### src/rtl/mem_port_arbiter.sv
// Two-port round-robin arbiter sharing one main-memory port between
// the I-side and D-side cache controllers, with a grant timeout.
module mem_port_arbiter #(
    parameter int ADDR_WIDTH     = 28,
    parameter int TIMEOUT_CYCLES = 255
) (
    input  logic                  clk,
    input  logic                  rst,
    input  logic                  p0_mem_read,
    input  logic                  p0_mem_write,
    input  logic [ADDR_WIDTH-1:0] p0_addr,
    output logic                  p0_mem_ready,
    input  logic                  p1_mem_read,
    input  logic                  p1_mem_write,
    input  logic [ADDR_WIDTH-1:0] p1_addr,
    output logic                  p1_mem_ready,
    output logic                  mem_read,
    output logic                  mem_write,
    output logic [ADDR_WIDTH-1:0] mem_addr,
    input  logic                  mem_ready,
    output logic [1:0]            grant,
    output logic                  timeout_err
);

    typedef enum logic [1:0] {
        IDLE   = 2'd0,
        SERVE0 = 2'd1,
        SERVE1 = 2'd2
    } state_t;

    localparam int CW = (TIMEOUT_CYCLES > 0) ? $clog2(TIMEOUT_CYCLES + 1) : 1;
    localparam logic [CW-1:0] LAST =
        CW'((TIMEOUT_CYCLES > 0) ? TIMEOUT_CYCLES - 1 : 0);

    state_t        state_q;
    state_t        state_d;
    logic          last_q;
    logic [CW-1:0] cnt_q;
    logic          err_q;

    logic act0;
    logic act1;
    logic own_act;
    logic rel;
    logic to;

    assign act0    = p0_mem_read | p0_mem_write;
    assign act1    = p1_mem_read | p1_mem_write;
    assign own_act = (state_q == SERVE1) ? act1 : act0;

    always_ff @(posedge clk) begin
        if (rst) begin
            state_q <= IDLE;
            last_q  <= 1'b1;
            cnt_q   <= '0;
            err_q   <= 1'b0;
        end else begin
            state_q <= state_d;
            if (state_q == IDLE || rel)
                cnt_q <= '0;
            else if (cnt_q != '1)
                cnt_q <= cnt_q + 1'b1;
            if (rel)
                last_q <= (state_q == SERVE1);
            if (to)
                err_q <= 1'b1;
        end
    end

    // Completion beats a requester leaving, which beats the timeout.
    always_comb begin
        state_d = state_q;
        rel     = 1'b0;
        to      = 1'b0;
        unique case (state_q)
            IDLE: begin
                if (act0 && act1)
                    state_d = last_q ? SERVE0 : SERVE1;
                else if (act0)
                    state_d = SERVE0;
                else if (act1)
                    state_d = SERVE1;
            end
            SERVE0, SERVE1: begin
                if (mem_ready || !own_act) begin
                    rel = 1'b1;
                end else if (TIMEOUT_CYCLES > 0 && cnt_q == LAST) begin
                    rel = 1'b1;
                    to  = 1'b1;
                end
                if (rel)
                    state_d = IDLE;
            end
            default: state_d = IDLE;
        endcase
    end

    always_comb begin
        grant        = 2'b00;
        mem_read     = 1'b0;
        mem_write    = 1'b0;
        mem_addr     = '0;
        p0_mem_ready = 1'b0;
        p1_mem_ready = 1'b0;
        unique case (state_q)
            SERVE0: begin
                grant        = 2'b01;
                mem_write    = p0_mem_write;
                mem_read     = p0_mem_read & ~p0_mem_write;
                mem_addr     = p0_addr;
                p0_mem_ready = mem_ready;
            end
            SERVE1: begin
                grant        = 2'b10;
                mem_write    = p1_mem_write;
                mem_read     = p1_mem_read & ~p1_mem_write;
                mem_addr     = p1_addr;
                p1_mem_ready = mem_ready;
            end
            default: ;
        endcase
    end

    assign timeout_err = err_q;

endmodule

### config.mk
export PLATFORM = sky130hd
export DESIGN_NAME = mem_port_arbiter
export DESIGN_NICKNAME = d
export VERILOG_FILES = /design/src/rtl/mem_port_arbiter.sv
export SDC_FILE = /design/constraint.sdc
export NUM_CORES = 1
export LEC_CHECK = 0
export CAP_MARGIN = 25
export CORE_ASPECT_RATIO = 0.5
export CORE_MARGIN = 2
export CORE_UTILIZATION = 31
export CTS_CLUSTER_SIZE = 40
export DETAILED_ROUTE_END_ITERATION = 12
export PLACE_DENSITY = 0.79
export SYNTH_ARGS = -nofsm -noshare
export SYNTH_HDL_FRONTEND = slang
export SYNTH_SLANG_ARGS = --single-unit
### constraint.sdc
create_clock -name clk -period 2.1 [get_ports clk]
set_clock_uncertainty 0.05 [all_clocks]
set_input_delay 0.42 -clock clk [delete_from_list [all_inputs] [get_ports clk]]
set_output_delay 0.42 -clock clk [all_outputs]
set_load 0.005 [all_outputs]
==> flow_metrics.tcl <==
set metrics [dict create \
    outcome "finished clean" \
    grt_use_total 0.195 \
    r2r-start "state_q[1]" \
    synth_common_cells "nor2_1 (34), a22oi_1 (29), dfxtp_1 (12)" \
    crit_required_ps 1630 \
    synth_area_leaders "dfxtp_1 (21%), a22oi_1 (19%), nor2_1 (11%), ha_1 (7.8%), and3_1 (2.8%)" \
    cts_tree "done" \
    drv_cap 0 \
    crit_arrival_ps 1600 \
    r2r.worst_path.cells 7 \
    drc 0 \
    vias 1543 \
    reg2reg_slack_ps 310 \
    finalCritPeriodShare 0.985 \
    dr.pass1.iters 4 \
    synth_cells 151 \
    fmax_mhz 483 \
    final_cell_count_no_fill 305 \
    dp_hpwl_mm 3.34 \
    grt_max_degree 24 \
    num_io_pins 98 \
    area_delta_synth_final_pct 118 \
    insertion_delay_ps 240 \
    p_per_area_nw_per_um2 596 \
    fin_ws_ps 31.3 \
    hold_viol_final 0 \
    synth_edf_count 0 \
    cts_buffers 3 \
    n_antenna_cell 0 \
    start_kind "register" \
    synth_most_common_cell "nor2_1" \
    ir_drop_mv 0.537 \
    hold_class "register to register" \
    hp-start "timeout_err" \
    via_per_inst 5.06 \
    gp_congestion 0.856 \
    rows 15 \
    dieHeight_microns 46.7 \
    setup_viol 0 \
    yosysSeqAreaShare 0.213 \
    initial_utilization 0.327 \
    cp-end-kind "output pin" \
    dp_cells 299 \
    synthDistinctLibCells 35 \
    reg2reg_to "state_q[1]" \
    rsz0062_at_grt "true" \
    drive_gt1_frac 0.201 \
    cts.hold.buffers_added 0 \
    grt_pass1_wl_mm 6.30 \
    drv_slew 0 \
    ctsRootBufferMaster "clkbuf_8" \
    finalCriticalPeriod_ps 2070 \
    min_delay_path_depth 2 \
    maxSlewHeadroom 0.630 \
    grt-ovfl-total 0 \
    clk_pin_slew_ps 50 \
    ant_nets 0 \
    synth_area_sq_um 1130 \
    syn_area_per_cell_sq_um 7.47 \
    synth_top_cell_by_area "dfxtp_1" \
    layout.nets 325 \
    async_reset_ff_frac 0 \
    dieArea_sq_um 4170 \
    drt_wl_total_mm 4.41 \
    synth.top_cell.area_share 0.213 \
    min_to "timeout_err" \
    path_max_fanout 23 \
    clockBufferDepth 2 \
    leakage_nw 1.03 \
    coreArea_sq_um 3450 \
    worstSetupPathType "register to output pin" \
    synthFlopType "dfxtp_1" \
    initialDrtViolationCount 36 \
    wl_per_cell_microns 14.5 \
    grt_antenna_before_repair 0 \
    worst-slew-pin-transition_ps 555 \
    cts_sinks 12 \
    portBuffers 97 \
    chipWidth_microns 89.3 \
    synth_nets 221 \
    grt_pass1_vias 1402 \
    ctsHtreeMaxLevel 1 \
    place_ws_ps -117 \
    synth_warnings 0 \
    ys_ff_latch 12 \
]
==> placed cells by master, fill, tap and decap left out, types with 2 or more instances in the layout <==
cell | netlist | routed
a22oi_2 | 0 | 19
mux2i_1 | 3 | 3
ha_4 | 0 | 3
nand4_1 | 2 | 2
ha_1 | 7 | 4
nor2_1 | 34 | 34
dfxtp_1 | 12 | 10
nand2_1 | 6 | 6
clkdlybuf4s50_1 | 0 | 65
nand3_1 | 3 | 3
nor3_1 | 3 | 3
inv_1 | 7 | 4
xor2_1 | 2 | 2
and2_1 | 3 | 3
a31oi_1 | 2 | 2
a211oi_1 | 3 | 3
dlygate4sd2_1 | 0 | 28
clkbuf_8 | 0 | 4
inv_2 | 0 | 2
dlymetal6s2s_1 | 0 | 2
and3_1 | 5 | 5
xnor2_1 | 2 | 2
a22oi_1 | 29 | 10
clkdlybuf4s15_1 | 0 | 2
a2111oi_2 | 2 | 2
buf_12 | 0 | 4
buf_4 | 1 | 7
==> metrics by stage <==
| step | setup TNS, ps | power (mW) | cell area, sq um | hold slack [ps] | util |
|---|---|---|---|---|---|
| finish | 0 | 1.46 | 2450 | 416 | 0.711 |
| global route | -50.5 | 1.56 | 2450 | 456 | 0.711 |
| CTS | -41.3 | 1.42 | 2370 | 423 | 0.686 |
| detailed placement | -1430 | 1.12 | 2250 | 410 | 0.652 |
| global placement | -88.2 | 1.10 | 2250 | 402 | 0.652 |
| floorplan | 0 | 0.635 | 1130 | 411 | - |
==> layer usage <==
metal	track usage	wire length (microns)	vias to the layer above
li1	-	-	759
met1	0.213	1730	734
met2	0.394	2370	44
met3	0.0197	259	6
met4	0.0806	42	0
met5	0	0	-
==> worst max-delay path by stage <==
stage	startpoint	end	slack [ps]	depth (start not counted)
2_1_floorplan	state_q[0]	mem_addr[0]	350	5
3_3_place_gp	p1_mem_read	mem_read	-90	5
3_5_place_dp	p1_mem_read	mem_read	-120	5
4_1_cts	state_q[0]	mem_addr[5]	-9	6
5_1_grt	state_q[1]	mem_addr[27]	-20	6
6_report	state_q[1]	mem_addr[16]	30	6
==> final cells by class <==
cell class	count	area [sq um]
multi-input combinational	121	950
sequential	12	245
tap	51	63.8
fill	291	998
clock buffer	4	55.1
timing repair buffer	110	1110
inverter	7	28.8
==> critical path, stage by stage (launching register included) <==
cell and delay [ps]:
dfxtp_4 360, buf_4 140, ha_4 170, buf_12 160
a22oi_1 200, nor2_1 60, dlygate4sd2_1 260
==> state kept, by name (all words and copies together) (netlist names) <==
register     cells
cnt_q            8
last_q           1
state_q          2
timeout_err      1
==> timing repair <==
item                                    in CTS  in global routing
buffers inserted                             1                  0
endpoints found under the setup margin      32                 22
resized for setup                           45                 22
pin swaps                                    1                  1
cloned                                       1                  0
==> cells by family after synthesis <==
group           count (synthesis)  synth area share
mux                             3            0.0266
compound gates                 44             0.326
buf+inv                        18            0.0632
simple gates                   63             0.263
xor+xnor                        4            0.0310
flops                          12             0.213
fa+ha+maj                       7            0.0776
==> power breakdown <==
group | switching (mW) | internal [mW] | leakage, nW | total [mW]
combinational | 0.431 | 0.510 | 0.902 | 0.940
clock | 0.0852 | 0.166 | 0.0288 | 0.251
sequential | 0.0221 | 0.249 | 0.0984 | 0.271
No activity file was read; power rests on OpenSTA's default activity.
